[config.mk]
export PLATFORM = sky130hd
export DESIGN_NAME = imm_gen_pipe
export DESIGN_NICKNAME = d
export VERILOG_FILES = /design/src/rtl/imm_gen_pipe.sv
export SDC_FILE = /design/constraint.sdc
export NUM_CORES = 1
export LEC_CHECK = 0
export CORE_MARGIN = 3
export CORE_UTILIZATION = 30
export CTS_CLUSTER_SIZE = 25
export DETAILED_ROUTE_END_ITERATION = 10
export REMOVE_ABC_BUFFERS = 1
export SLEW_MARGIN = 20
export SYNTH_ARGS = -nofsm -noshare
export SYNTH_HDL_FRONTEND = slang
export SYNTH_SLANG_ARGS = --single-unit
[constraint.sdc]
create_clock -name clk -period 2.87 [get_ports clk]
set_input_delay 0.7175 -clock clk [delete_from_list [all_inputs] [get_ports clk]]
set_output_delay 0.7175 -clock clk [all_outputs]
set_load 0.005 [all_outputs]
[src/rtl/imm_gen_pipe.sv]
// Decode-stage immediate generator: extracts and extends the RV immediate for eight formats
// and delivers it through a valid/ready interface backed by a two-entry skid buffer.
module imm_gen_pipe #(
  parameter int unsigned XLEN = 32
) (
  input  logic            clk,
  input  logic            arst,
  input  logic            i_flush,
  input  logic            i_valid,
  output logic            o_ready,
  input  logic [31:0]     i_instr,
  input  logic [2:0]      i_imm_src,
  output logic            o_valid,
  input  logic            i_ready,
  output logic [XLEN-1:0] o_imm_ext,
  output logic [2:0]      o_imm_src,
  output logic            o_err
);

  typedef enum logic [1:0] {StEmpty, StOne, StTwo} state_e;

  state_e state_q, state_d;

  logic [XLEN-1:0] head_imm_q, skid_imm_q;
  logic [2:0]      head_src_q, skid_src_q;
  logic            head_err_q, skid_err_q;

  logic [XLEN-1:0] new_imm;
  logic            new_err;
  logic            accept, fire;
  logic            head_load, head_from_skid, skid_load;

  // Opcode bits never contribute to any immediate format.
  logic unused_opcode;
  assign unused_opcode = ^i_instr[6:0];

  always_comb begin
    new_imm = '0;
    new_err = 1'b0;
    unique case (i_imm_src)
      3'b000: new_imm = XLEN'($signed(i_instr[31:20]));
      3'b001: new_imm = XLEN'($signed({i_instr[31:25], i_instr[11:7]}));
      3'b010: new_imm = XLEN'($signed({i_instr[31], i_instr[7], i_instr[30:25],
                                         i_instr[11:8], 1'b0}));
      3'b011: new_imm = XLEN'($signed({i_instr[31], i_instr[19:12], i_instr[20],
                                         i_instr[30:21], 1'b0}));
      3'b100: new_imm = XLEN'($signed({i_instr[31:12], 12'b0}));
      3'b101: begin
        if (XLEN == 64) new_imm = XLEN'(i_instr[25:20]);
        else            new_imm = XLEN'(i_instr[24:20]);
      end
      3'b110: new_imm = XLEN'(i_instr[19:15]);
      default: new_err = 1'b1;
    endcase
  end

  assign o_ready = (state_q != StTwo);
  assign o_valid = (state_q != StEmpty);
  assign accept  = i_valid & o_ready;
  assign fire    = o_valid & i_ready;

  always_comb begin
    state_d        = state_q;
    head_load      = 1'b0;
    head_from_skid = 1'b0;
    skid_load      = 1'b0;
    if (i_flush) begin
      state_d = StEmpty;
    end else begin
      unique case (state_q)
        StEmpty: begin
          if (accept) begin
            state_d   = StOne;
            head_load = 1'b1;
          end
        end
        StOne: begin
          if (accept && !fire) begin
            state_d   = StTwo;
            skid_load = 1'b1;
          end else if (fire && !accept) begin
            state_d = StEmpty;
          end else if (accept && fire) begin
            head_load = 1'b1;
          end
        end
        StTwo: begin
          if (fire) begin
            state_d        = StOne;
            head_from_skid = 1'b1;
          end
        end
        default: state_d = StEmpty;
      endcase
    end
  end

  always_ff @(posedge clk or posedge arst) begin
    if (arst) begin
      state_q    <= StEmpty;
      head_imm_q <= '0;
      head_src_q <= '0;
      head_err_q <= 1'b0;
      skid_imm_q <= '0;
      skid_src_q <= '0;
      skid_err_q <= 1'b0;
    end else begin
      state_q <= state_d;
      if (head_load) begin
        head_imm_q <= new_imm;
        head_src_q <= i_imm_src;
        head_err_q <= new_err;
      end else if (head_from_skid) begin
        head_imm_q <= skid_imm_q;
        head_src_q <= skid_src_q;
        head_err_q <= skid_err_q;
      end
      if (skid_load) begin
        skid_imm_q <= new_imm;
        skid_src_q <= i_imm_src;
        skid_err_q <= new_err;
      end
    end
  end

  // Outputs are zero whenever no entry is present, regardless of register contents.
  assign o_imm_ext = o_valid ? head_imm_q : '0;
  assign o_imm_src = o_valid ? head_src_q : '0;
  assign o_err     = o_valid ? head_err_q : 1'b0;

endmodule

# After elaboration in Yosys (flattened, before gate mapping)
# Index checks and enable logic that the tools add are counted.
# word_totals
output_inout_bits	38
regBits	74
word_cells	61
input_bits	40
# op_classes
bitwise_logic	2
n_eq_ne	12
muxes	29
n_reduce_logical	11
# ops
op	count
one-hot mux 32 bit (7 select lines)	1
2-to-1 mux 32 bit	3
2-to-1 mux 1 bit	15
2-to-1 mux 2 bit	5
equality test 3 bit, second input constant	3
2-to-1 mux 3 bit	3
OR reduction 7 bit	1
equality test 3 x 2 -> 1 bit, second input constant	2
!= test 3 bit, second input constant	2
one-hot mux 2 bit (3 select lines)	1
!= test 4 bit, second input constant	1
nonzero test 2 bit	2
equality test 3 x 1 -> 1 bit, second input constant	1
logical AND 1 bit	3
zero test 3 bit	1
AND reduction 3 bit	1
AND 1 bit	2
equality test 2 x 1 -> 1 bit, second input constant	1
equality test 2 bit, second input constant	1
zero test 1 bit	2
zero test 2 bit	1
!= test 2 bit, second input constant	1
one-hot mux 1 bit (2 select lines)	1

# Depth between registers and ports, before layout
# logic_depth
word_depth	9
depth_mapped	7
ltp_nobuf	4

# Worst setup path before layout
# OpenSTA, ideal clock, no wires.
# synth_path
kind	register to output
startpoint	reg state_q[1]
endpoint	out o_imm_ext[10]
path_stages_with_launch	4
path_buffers	1
required_time_ns	2.152
arrival_ns	1.186
slack_ns	0.967
cell_sequence	dfrtp_1 -> nor2_1 -> clkbuf_1 -> nor2b_1
# synth_via
elab_chain_cells	2
# synth_rtl
element	line_no	source
start: declaration	22	state_e state_q, state_d;
start signal: assignment	100	state_q <= StEmpty;
start signal: assignment	108	state_q <= state_d;
nonzero test 2 bit	58	assign o_valid = (state_q != StEmpty);
2-to-1 mux 32 bit	127	assign o_imm_ext = o_valid ? head_imm_q : '0;
end: declaration	15	output logic [XLEN-1:0] o_imm_ext,
# No other way between the ends.

# Worst setup path in the final report
# layout_path
startpoint	reg state_q[1]
endpoint	out o_imm_ext[3]
# Same word-level chain as after synthesis.

==> metrics.md <==
| Metric | Value |
|---|---|
| WS Path Type | `flop to output pin` |
| Post-detailed-routing wire length | `9932 µm` |
| Number of flops mapped to enable cells by yosys | `0` |
| Top cells by area, synth | `sky130_fd_sc_hd__dfrtp_1, sky130_fd_sc_hd__nor2b_1, sky130_fd_sc_hd__a21oi_1` |
| Leading area contributor after synthesis | `sky130_fd_sc_hd__dfrtp_1` |
| Total of cells resized after clock tree synthesis | `0` |
| Worst setup SP type | `flop` |
| Post-CTS setup buffers | `0` |
| Mapped Area | `0.003939 mm²` |
| Post-DR wirelength/cell | `15.57 µm` |
| Total Power | `3245 µW` |
| R2R Path Start | `state_q[1]$_DFFE_PP0P_` |
| Routed length on met1 | `4610 µm` |
| Clock skew | `0.004889 ns` |
| Register bit total from synthesis | `74` |
| Num Clock Sinks | `74` |
| Worst-margin pin slew | `0.6014 ns` |
| Number of nets with antenna violations after routing | `0` |
| Flip-flop cell with the highest count after synthesis | `sky130_fd_sc_hd__dfrtp_1` |
| Maximum vdd ir drop | `0.2910 mV` |
| Power density of the placed cells | `632.5 mW/mm²` |
| Depth of the critical timing path with buffers and inverters included | `4` |
| Number of H-tree levels | `3` |
| CP Max Fanout | `21` |
| Clk pin slew, worst setup/hold paths | `0.05 ns` |
| Final core utilization | `0.4032` |
| Chip Width | `120.6 µm` |
| Die height | `120.6 µm` |
| Setup repair after global routing missed its margin | `false` |
| Final count of pins violating max slew | `0` |
| Post-route clock period utilization | `0.8820` |
| Sum Neg Setup Slack | `0 ns` |
| Vias in the first global route | `3153` |
| Proportion of synthesized flip-flops having asynchronous set or reset | `1.000` |
| Cell type group with the largest total delay on the critical path | `buffers and inverters` |
| Peak Freq | `395.0 MHz` |
| Final weighted congestion in routability-driven placement | `0.7720` |
| Cells along the critical path | `nor2_2 > buf_4 > nor2b_1 > clkdlybuf4s50_1` |
| Cell count after synthesis | `398` |
| Mean post-synth cell area | `9.896 µm²` |
| Destination of the worst register-to-register timing path | `skid_imm_q[21]$_DFFE_PP0P_` |
| Number of buffers added to fix hold violations after cts | `0` |
| Initial Utilization | `0.3096` |
| Total CTS buffers | `9` |
| Vias/cell | `4.829` |
| Max_slew headroom | `0.5978` |
| Largest stage delay on the critical path | `0.52 ns` |
| Number of warnings printed during yosys synthesis | `0` |
| Library cell used as clock root buffer | `sky130_fd_sc_hd__clkbuf_16` |
| Net count of the finished layout | `501` |
| Min-Delay Endpoint | `head_src_q[0]$_DFFE_PP0P_` |
| Latest clock arrival within the worst-skew pair | `0.33 ns` |
| Final Hold Vio Count | `0` |
| Kind of end point of the critical path | `output pin` |
| Count of distinct cell types in the synthesized netlist | `39` |
| Period minus WS final | `2.531 ns` |
| Final std cells w/o fill | `638` |
| Growth of design area from synthesis to finish | `30.24%` |
| Count of input and output buffers | `70` |
| Initial antenna violation count | `0` |
| Maximum number of pins on one net before global-route repair | `75` |
| Result of the run | `complete, no violations` |
| Worst Hold Class | `flop to flop` |
| Wire length on met2 | `4802 µm` |
| Final setup violation count | `0` |
| CTS tree | `done` |
| Proportion of netlist area held by the largest area contributor | `0.4701` |
| Number of DRC violations after detailed-routing iteration 0 | `171` |
| Placed wire-length estimate after detailed placement | `6648 µm` |
| R2R depth | `5` |
| Worst reg2reg setup slack | `1.09 ns` |
| Sequential area share after synthesis | `0.4701` |
| Ratio of cells with drive above 1 in the final layout | `0.1202` |
| Critical path's slowest cell | `sky130_fd_sc_hd__clkdlybuf4s50_1` |
| Crit path buffers/inverters | `2` |
| All-layer global routing usage | `0.1413` |
| Hold Startpoint | `head_src_q[0]$_DFFE_PP0P_` |
| Routed vias | `3081` |
| Count of unresolved DRC violations after routing | `0` |
| Core Area | `0.01272 mm²` |
| Die area | `0.01454 mm²` |
| First-pass GRT wire length | `16370 µm` |
| Maximum root-to-sink buffer count | `2` |
| Highest routed metal layer | `met4` |
| Total of max-cap violations | `0` |
| Number of cells after detailed placement | `622` |
| # IOs | `78` |
| Total number of placement rows | `41` |
| Gr ovfl total | `0` |
| Endpoint arrival time on the critical path | `1.81 ns` |
| Initial DRT Pass Iterations | `4` |
| Ant. Diodes | `0` |
| Metal3 WL | `421 µm` |
| WHS Path Cells | `2` |
| Static leakage power | `0.002152 µW` |
| Required time worst endpoint | `2.15 ns` |
-- layer usage --
| metal | vias up | track usage |
|---|---|---|
| li1 | 1521 | - |
| met1 | 1483 | 0.1916 |
| met2 | 70 | 0.2291 |
| met3 | 7 | 0.03227 |
| met4 | 0 | 0.03612 |
| met5 | - | 0 |
-- how the worst max path moves through the flow --
stage | start | end | slack [ns]
detailed placement | i_imm_src[0] | skid_imm_q[15]$_DFFE_PP0P_ | 0.28
global route | state_q[1]$_DFFE_PP0P_ | o_imm_ext[3] | 0.26
floorplan | i_flush | head_imm_q[0]$_DFFE_PP0P_ | 0.24
CTS | state_q[1]$_DFFE_PP0P_ | o_imm_ext[2] | 0.32
global placement | i_imm_src[0] | skid_imm_q[15]$_DFFE_PP0P_ | 0.31
finish | state_q[1]$_DFFE_PP0P_ | o_imm_ext[3] | 0.34
-- worst min-delay path, stage by stage (launching register included) --
cell	delay [ns]
sky130_fd_sc_hd__dfrtp_1	0.34
sky130_fd_sc_hd__nand2_1	0.05
sky130_fd_sc_hd__nand2_1	0.05
-- cell families after synthesis --
kind of cell           count (synthesis)  synth area share
AO/OA/AOI/OAI                        141            0.2382
AND/OR/NAND/NOR                      118            0.1636
flip-flops                            74            0.4701
buffers and inverters                 43           0.06353
multiplexers                          21           0.06036
XOR/XNOR                               1          0.004131
-- registers in the layout, indices dropped and copies added (netlist names) --
| name | flops |
|---|---|
| head_imm_q | 32 |
| state_q | 2 |
| skid_err_q | 1 |
| skid_src_q | 3 |
| head_err_q | 1 |
| head_src_q | 3 |
| skid_imm_q | 32 |
-- cell type report --
cell class                      count  area [µm²]
Inverter                            8       30.03
Tap cell                          172       215.2
Clock buffer                       12       246.5
Multi-Input combinational cell    281        1846
Fill cell                        1286        7592
Sequential cell                    74        1852
Clock inverter                      4       75.07
Timing Repair Buffer               87       865.8
-- cells in the final DEF (no fill, tap or decap), types with 2 or more instances in the layout --
cell type / netlist / final
sky130_fd_sc_hd__mux2_4: 3 / 3
sky130_fd_sc_hd__inv_2: 1 / 2
sky130_fd_sc_hd__nand2_1: 38 / 38
sky130_fd_sc_hd__a21o_1: 9 / 9
sky130_fd_sc_hd__nand2b_1: 10 / 10
sky130_fd_sc_hd__mux2i_1: 8 / 8
sky130_fd_sc_hd__nor2_1: 5 / 4
sky130_fd_sc_hd__mux2_1: 10 / 10
sky130_fd_sc_hd__clkinvlp_4: 0 / 2
sky130_fd_sc_hd__o21ai_1: 18 / 18
sky130_fd_sc_hd__nor2b_1: 58 / 58
sky130_fd_sc_hd__clkbuf_16: 0 / 9
sky130_fd_sc_hd__dfrtp_1: 74 / 74
sky130_fd_sc_hd__inv_1: 7 / 6
sky130_fd_sc_hd__a211oi_1: 19 / 19
sky130_fd_sc_hd__o21a_1: 4 / 4
sky130_fd_sc_hd__a21oi_2: 11 / 11
sky130_fd_sc_hd__o32a_1: 4 / 4
sky130_fd_sc_hd__clkdlybuf4s50_1: 0 / 70
sky130_fd_sc_hd__buf_12: 0 / 3
sky130_fd_sc_hd__bufinv_16: 0 / 2
sky130_fd_sc_hd__a22oi_1: 6 / 6
sky130_fd_sc_hd__a22o_1: 9 / 9
sky130_fd_sc_hd__buf_4: 5 / 14
sky130_fd_sc_hd__a21oi_1: 36 / 36
sky130_fd_sc_hd__o21ai_0: 11 / 11
sky130_fd_sc_hd__nor3b_2: 1 / 2
sky130_fd_sc_hd__o22ai_1: 9 / 9
sky130_fd_sc_hd__clkbuf_1: 10 / 2
-- synthesized netlist by cell type (all sizes together), types with 5 or more instances --
| cell type | number |
|---|---|
| nand2b | 10 |
| a21o | 9 |
| a22oi | 6 |
| o21ai | 29 |
| dfrtp | 74 |
| nor2 | 5 |
| clkbuf | 10 |
| inv | 8 |
| nor2b | 58 |
| mux2 | 13 |
| a21oi | 48 |
| a22o | 9 |
| mux2i | 8 |
| buf | 25 |
| o22ai | 9 |
| a211oi | 20 |
| nand2 | 39 |
-- metrics by stage --
stage	cell area [µm²]	setup slack, ns	hold slack [ns]
floorplan	3719	0.2440	0.4382
global placement	4808	0.3107	0.4622
detailed placement	4808	0.2824	0.4643
CTS	5130	0.3241	0.4766
global route	5130	0.2600	0.5020
finish	5130	0.3386	0.4735
-- report_power, final --
| part | internal [µW] | leakage, µW | switching (µW) |
|---|---|---|---|
| registers | 1250 | 0.000933 | 105 |
| clock network | 785 | 0.000149 | 422 |
| logic | 376 | 0.00107 | 302 |
No activity file was read; power rests on OpenSTA's default activity.
